$ cat src/rtl/step_gen.sv
`default_nettype none
// ============================================================================
// Module      : step_gen
// Description : Eight-channel step/direction generator. A tick walks channels
//               0..7 through one shared 64-bit accumulator adder.
// Revision    : 1.0 - initial release
// ============================================================================
module step_gen #(
    parameter int SPEED_BITS = 64,
    parameter int STEP_BIT   = 32,
    parameter int PULSE_LEN  = 8,
    parameter int DIR_SETUP  = 4
) (
    input  logic                         clk,
    input  logic                         rst,
    input  logic                         tick,
    input  logic signed [SPEED_BITS-1:0] speed_0,
    input  logic signed [SPEED_BITS-1:0] speed_1,
    input  logic signed [SPEED_BITS-1:0] speed_2,
    input  logic signed [SPEED_BITS-1:0] speed_3,
    input  logic signed [SPEED_BITS-1:0] speed_4,
    input  logic signed [SPEED_BITS-1:0] speed_5,
    input  logic signed [SPEED_BITS-1:0] speed_6,
    input  logic signed [SPEED_BITS-1:0] speed_7,
    input  logic [7:0]                   enable,
    input  logic [7:0]                   err_clr,
    input  logic [2:0]                   pos_sel,
    output logic                         busy,
    output logic                         done,
    output logic [7:0]                   step,
    output logic [7:0]                   dir,
    output logic [7:0]                   step_err,
    output logic                         overrun,
    output logic signed [31:0]           pos_out
);

    localparam logic [0:0] c_st_idle  = 1'b0;
    localparam logic [0:0] c_st_sweep = 1'b1;

    localparam logic [1:0] c_ph_idle  = 2'd0;
    localparam logic [1:0] c_ph_setup = 2'd1;
    localparam logic [1:0] c_ph_pulse = 2'd2;

    localparam int c_tmax = (PULSE_LEN > DIR_SETUP) ? PULSE_LEN : DIR_SETUP;
    localparam int c_tw   = $clog2(c_tmax + 1);

    localparam logic signed [63:0] c_sat_max = (64'sd1 <<< STEP_BIT) - 64'sd1;

    logic [0:0]          r_state;
    logic [0:0]          w_state_nxt;
    logic [2:0]          r_ch;
    logic                r_done;
    logic                r_overrun;
    logic                w_proc;
    logic                w_last;
    logic                w_ovr_set;

    logic [63:0]         r_acc   [8];
    logic signed [31:0]  r_pos   [8];
    logic [1:0]          r_phase [8];
    logic [c_tw-1:0]     r_timer [8];
    logic [7:0]          r_step;
    logic [7:0]          r_dir;
    logic [7:0]          r_step_err;
    logic signed [31:0]  r_pos_out;

    logic signed [SPEED_BITS-1:0] w_spd;
    logic signed [63:0]  w_spd_ext;
    logic signed [63:0]  w_s;
    logic [63:0]         w_acc_old;
    logic [63:0]         w_acc_new;
    logic                w_req;
    logic                w_req_dir;
    logic [7:0]          w_hit;

    // ---------------------------------------------------------------- sequencer
    always_ff @(posedge clk or posedge rst) begin
        if (rst) begin
            r_state <= c_st_idle;
        end else begin
            r_state <= w_state_nxt;
        end
    end

    always_comb begin
        w_state_nxt = r_state;
        case (r_state)
            c_st_idle:  if (tick) w_state_nxt = c_st_sweep;
            c_st_sweep: if (r_ch == 3'd7) w_state_nxt = c_st_idle;
            default:    w_state_nxt = c_st_idle;
        endcase
    end

    always_comb begin
        w_proc    = (r_state == c_st_sweep);
        w_last    = w_proc && (r_ch == 3'd7);
        w_ovr_set = w_proc && tick;
    end

    always_ff @(posedge clk or posedge rst) begin
        if (rst) begin
            r_ch      <= 3'd0;
            r_done    <= 1'b0;
            r_overrun <= 1'b0;
        end else begin
            r_done    <= w_last;
            r_overrun <= r_overrun | w_ovr_set;
            if (w_proc) begin
                r_ch <= r_ch + 3'd1;
            end else if (tick) begin
                r_ch <= 3'd0;
            end
        end
    end

    // ----------------------------------------------------- shared datapath
    always_comb begin
        w_spd = speed_0;
        case (r_ch)
            3'd1:    w_spd = speed_1;
            3'd2:    w_spd = speed_2;
            3'd3:    w_spd = speed_3;
            3'd4:    w_spd = speed_4;
            3'd5:    w_spd = speed_5;
            3'd6:    w_spd = speed_6;
            3'd7:    w_spd = speed_7;
            default: w_spd = speed_0;
        endcase
    end

    assign w_spd_ext = 64'(w_spd);

    // Saturation keeps |s| below one step period, so bit STEP_BIT can toggle
    // at most once per sweep.
    always_comb begin
        if (w_spd_ext > c_sat_max) begin
            w_s = c_sat_max;
        end else if (w_spd_ext < -c_sat_max) begin
            w_s = -c_sat_max;
        end else begin
            w_s = w_spd_ext;
        end
        w_acc_old = r_acc[r_ch];
        w_acc_new = w_acc_old + w_s;
        w_req     = w_proc && enable[r_ch] && (w_s != 64'sd0) &&
                    (w_acc_new[STEP_BIT] != w_acc_old[STEP_BIT]);
        w_req_dir = ~w_s[63];
        for (int i = 0; i < 8; i++) begin
            w_hit[i] = w_req && (r_ch == 3'(i));
        end
    end

    // ------------------------------------------------------ channel state
    always_ff @(posedge clk or posedge rst) begin
        if (rst) begin
            for (int i = 0; i < 8; i++) begin
                r_acc[i]   <= '0;
                r_pos[i]   <= '0;
                r_phase[i] <= c_ph_idle;
                r_timer[i] <= '0;
            end
            r_step     <= '0;
            r_dir      <= '0;
            r_step_err <= '0;
        end else begin
            for (int i = 0; i < 8; i++) begin
                if (w_proc && (r_ch == 3'(i))) begin
                    r_acc[i] <= w_acc_new;
                end
                if (w_hit[i]) begin
                    r_pos[i] <= w_req_dir ? r_pos[i] + 32'sd1 : r_pos[i] - 32'sd1;
                end

                case (r_phase[i])
                    c_ph_idle: begin
                        if (w_hit[i]) begin
                            r_dir[i] <= w_req_dir;
                            if ((w_req_dir != r_dir[i]) && (DIR_SETUP != 0)) begin
                                r_phase[i] <= c_ph_setup;
                                r_timer[i] <= c_tw'(DIR_SETUP - 1);
                            end else begin
                                r_phase[i] <= c_ph_pulse;
                                r_step[i]  <= 1'b1;
                                r_timer[i] <= c_tw'(PULSE_LEN - 1);
                            end
                        end
                    end
                    c_ph_setup: begin
                        if (r_timer[i] == '0) begin
                            r_phase[i] <= c_ph_pulse;
                            r_step[i]  <= 1'b1;
                            r_timer[i] <= c_tw'(PULSE_LEN - 1);
                        end else begin
                            r_timer[i] <= r_timer[i] - 1'b1;
                        end
                    end
                    c_ph_pulse: begin
                        if (r_timer[i] == '0) begin
                            r_phase[i] <= c_ph_idle;
                            r_step[i]  <= 1'b0;
                        end else begin
                            r_timer[i] <= r_timer[i] - 1'b1;
                        end
                    end
                    default: begin
                        r_phase[i] <= c_ph_idle;
                        r_step[i]  <= 1'b0;
                    end
                endcase

                // A new drop outranks a same-cycle clear.
                if (w_hit[i] && (r_phase[i] != c_ph_idle)) begin
                    r_step_err[i] <= 1'b1;
                end else if (err_clr[i]) begin
                    r_step_err[i] <= 1'b0;
                end
            end
        end
    end

    always_ff @(posedge clk or posedge rst) begin
        if (rst) begin
            r_pos_out <= '0;
        end else begin
            r_pos_out <= r_pos[pos_sel];
        end
    end

    assign busy     = (r_state == c_st_sweep);
    assign done     = r_done;
    assign step     = r_step;
    assign dir      = r_dir;
    assign step_err = r_step_err;
    assign overrun  = r_overrun;
    assign pos_out  = r_pos_out;

endmodule
`default_nettype wire

$ cat config.mk
export PLATFORM = sky130hd
export DESIGN_NAME = step_gen
export DESIGN_NICKNAME = d
export VERILOG_FILES = /design/src/rtl/step_gen.sv
export SDC_FILE = /design/constraint.sdc
export NUM_CORES = 2
export LEC_CHECK = 0
export ABC_AREA = 1
export CAP_MARGIN = 20
export CORE_ASPECT_RATIO = 0.5
export CORE_MARGIN = 4
export CORE_UTILIZATION = 50
export DETAILED_ROUTE_END_ITERATION = 8
export HOLD_SLACK_MARGIN = 0.02
export PLACE_DENSITY = 0.83
export SKIP_LAST_GASP = 1
export SLEW_MARGIN = 5
export SYNTH_ARGS = -nofsm -noshare
export SYNTH_HDL_FRONTEND = slang
export SYNTH_SLANG_ARGS = --single-unit
export TNS_END_PERCENT = 20
$ cat constraint.sdc
create_clock -name clk -period 55.1 [get_ports clk]
set_input_delay 13.775 -clock clk [delete_from_list [all_inputs] [get_ports clk]]
set_output_delay 13.775 -clock clk [all_outputs]
set_load 0.05 [all_outputs]
==> results.sh <==
export IMPL_cts_buffers=59
export IMPL_gp_congestion=1.15
export IMPL_antenna_left=0
export IMPL_dr_pass1_iters=6
export IMPL_drt_iter0_markers=5350
export IMPL_via_per_inst=5.77
export IMPL_async_flop_share_pct=100
export IMPL_slew_headroom_pct=24.9
export IMPL_synth_compound_area_share_pct=19.0
export IMPL_h_tree_depth=2
export IMPL_synth_net_count=7490
export IMPL_drt_wirelength_per_cell_um=20.7
export IMPL_slowest_stage="nor2_1"
export IMPL_period_needed_ns=21.01
export IMPL_synth_area_leaders="dfrtp_1 (34%), nand2_1 (16%), ha_1 (8.7%), o21ai_0 (8.6%), a21oi_1 (5.2%)"
export IMPL_grt_max_degree=185
export IMPL_synth_top_family_by_area="simple AND/OR/NAND/NOR gates"
export IMPL_synth_top_area_share_pct=34.2
export IMPL_rsz0062_at_grt="false"
export IMPL_worstPathRequired_ns=55.64
export IMPL_nets=7923
export IMPL_synth_ff_type="dfrtp_1"
export IMPL_synth_xor_area_share_pct=4.44
export IMPL_tightest_slew_ns=1.12
export IMPL_yosys_area_share_adder_pct=9.07
export IMPL_clock_path_buffers=3
export IMPL_vias=48300
export IMPL_maxSlewViolCount=0
export IMPL_remaining_drc_errors=0
export IMPL_seq_area_mm2=0.0158
export IMPL_seq_area_frac_synth_pct=34.2
export IMPL_yosysTopAreaCell="dfrtp_1"
export IMPL_end_kind="flip-flop"
export IMPL_rows=78
export IMPL_ys_seq_elements=630
export IMPL_grtUsageTotal_pct=34.0
export IMPL_clock_fmax_mhz=47.6
export IMPL_netlist_instances=6627
export IMPL_crit_type="in2reg"
export IMPL_antenna_found_initial=19
export IMPL_outcome="complete, no violations"
export IMPL_setup_viol=0
export IMPL_io_buffers=592
export IMPL_fin_tns_setup_ns=0
export IMPL_initial_utilization_pct=50.7
export IMPL_syn_area_mm2=0.0461
export IMPL_syn_to_final_growth_pct=19.6
export IMPL_ctsHoldBuffers=0
export IMPL_synth_distinct_cells=50
export IMPL_clkSinkCount=630
export IMPL_clock_latency_ns=0.68
export IMPL_r2r_start="r_ch[1]"
export IMPL_io_pins=593
export IMPL_fillCellCount=8332
export IMPL_routed_wl_mm=173
export IMPL_startpoint="speed_6[12]"
export IMPL_hold_viol=0
export IMPL_synth_edf_count=0
export IMPL_core_mm2=0.0911
export IMPL_hold_start="r_pos[127]"
export IMPL_drive_gt1_share_pct=3.59
export IMPL_hp_class="reg2reg"
export IMPL_gr_total_overflow=0
export IMPL_synth_avg_cell_area_um2=6.96
export IMPL_die_area_mm2=0.0975
export IMPL_post_cts_buffers=0
export IMPL_hpwlAfterDp_mm=128
export IMPL_path_clk_slew_ns=0.07
export IMPL_cap_violations=0
export IMPL_dieHeight_um=223
export IMPL_root_buffer="clkbuf_16"
export IMPL_ys_warnings_count=0
export IMPL_yosys_area_share_simple_pct=27.3
export IMPL_cp_common_cell="nand2_1"
export IMPL_finalCritPeriodShare_pct=38.1
export IMPL_cp_max_fo=49
export IMPL_critPathMaxStageDelay_ns=0.85
export IMPL_multiInputGateArea_mm2=0.0277
export IMPL_die_w_um=438
export IMPL_cts_tree="built"
export IMPL_arrival_ns=21.54
export IMPL_first_global_vias=44000
export IMPL_grt_first_pass_wirelength_mm=260
export IMPL_cp_start_kind="primary input"
export IMPL_synthMuxAreaShare_pct=0
export IMPL_post_cts_resized_instances=0
export IMPL_skew_ns=0.0296
-- cells in the final DEF (no fill, tap or decap), types with 8 or more instances in the layout --
cell type,netlist,final
o211ai_1,19,19
nor2_1,512,512
nor4_1,34,34
a31oi_1,63,63
a221oi_1,18,18
diode_2,0,12
and2_1,8,8
nand2_2,7,12
a211oi_1,12,12
a21oi_1,483,483
xor2_1,112,112
o22ai_1,36,36
xnor2_1,122,122
clkdlybuf4s50_1,0,590
nand2_1,1984,1979
clkinvlp_4,0,8
o21ai_0,796,796
inv_2,8,10
clkbuf_8,0,15
a32o_1,26,26
o31ai_1,16,16
clkbuf_16,0,61
o21bai_1,23,23
dfrtp_1,630,628
nor3_1,29,29
a21o_1,14,14
inv_1,428,425
ha_1,320,317
fa_1,9,9
o21a_1,13,13
nand4_1,31,31
nand3_1,421,420
buf_4,2,47
or2_2,53,53
o21ai_1,71,71
clkinv_2,0,15
-- per-layer routing --
layer | share of wire [%] | wire [µm] | vias to the layer above | GRT usage, %
met3 | 9.3 | 16100 | 348 | 7.35
met4 | 4.2 | 7200 | 12 | 12.1
met2 | 44 | 75400 | 2051 | 52.1
met1 | 43 | 74000 | 22800 | 47.4
met5 | 0.041 | 70 | - | 0
li1 | - | - | 23100 | -
-- Yosys cell counts (all sizes together) (16+ instances only) --
master  number
nand2     1992
o21ai      867
dfrtp      630
nor2       517
a21oi      483
inv        436
nand3      421
ha         320
clkbuf     188
xnor2      122
xor2       112
buf         83
a31oi       63
or2         62
o22ai       36
nor4        34
nand4       31
nor3        29
a32o        26
o21bai      23
o211ai      19
a221oi      18
o31ai       16
-- final cells by class --
| type | count | area share (%) |
|---|---|---|
| multi-input cells | 5281 | 50.1 |
| flip-flops and latches | 630 | 28.6 |
| repair buffers | 643 | 11.6 |
| clock buffers | 78 | 3.15 |
| inverters | 445 | 3.07 |
| well taps | 1240 | 2.81 |
| clock inverters | 33 | 0.637 |
| diodes | 12 | 0.0544 |
-- worst paths after layout --
path	to	slack [ns]	cells past startpoint
setup reg to reg	r_pos[232]	44.39	36
min in group asynchronous	pos_out[22]	13.60	2
hold reg to reg	r_pos[127]	0.47	1
setup / recovery	r_pos[232]	34.09	32
max in group asynchronous	r_pos[226]	38.57	5
hold / removal	r_pos[127]	0.47	1
-- sequential cells by signal (all words and copies together), names as in the netlist --
name,count
r_acc,264
r_pos,256
pos_out,32
r_timer,32
r_phase,16
dir,8
step,8
step_err,8
r_ch,3
busy,1
done,1
overrun,1
-- cells by family after synthesis --
logic type                 count (synthesis)
and+or+nand+nor                         3100
AOI/OAI and AO/OA                       1618
buffers and inverters                    716
DFF                                      630
adders and majority gates                329
xor gates and xnor gates                 234
-- stage by stage --
step	utilization (%)	hold slack, ns	instances	setup slack (ns)	instance area (µm²)
4_1_cts	60.5	0.472	8347	34.21	55100
6_report	60.6	0.468	8362	34.09	55200
3_5_place_dp	58.2	0.449	8236	33.49	53000
5_1_grt	60.6	0.497	8361	33.52	55200
2_1_floorplan	-	0.442	6627	23.68	46100
3_3_place_gp	58.2	0.442	8236	33.49	53000
-- worst max-delay path: cells and delay by family --
kind                     cells  cell delay (ns)
adder cells (fa/ha/maj)      2             0.85
AND/OR/NAND/NOR             21             3.73
buffers and inverters        5             2.16
AO/OA/AOI/OAI                4             0.98
Power is left out: the tool's default activity adds up to more than one toggle a clock period on the data nets, which glitch-free logic cannot reach.
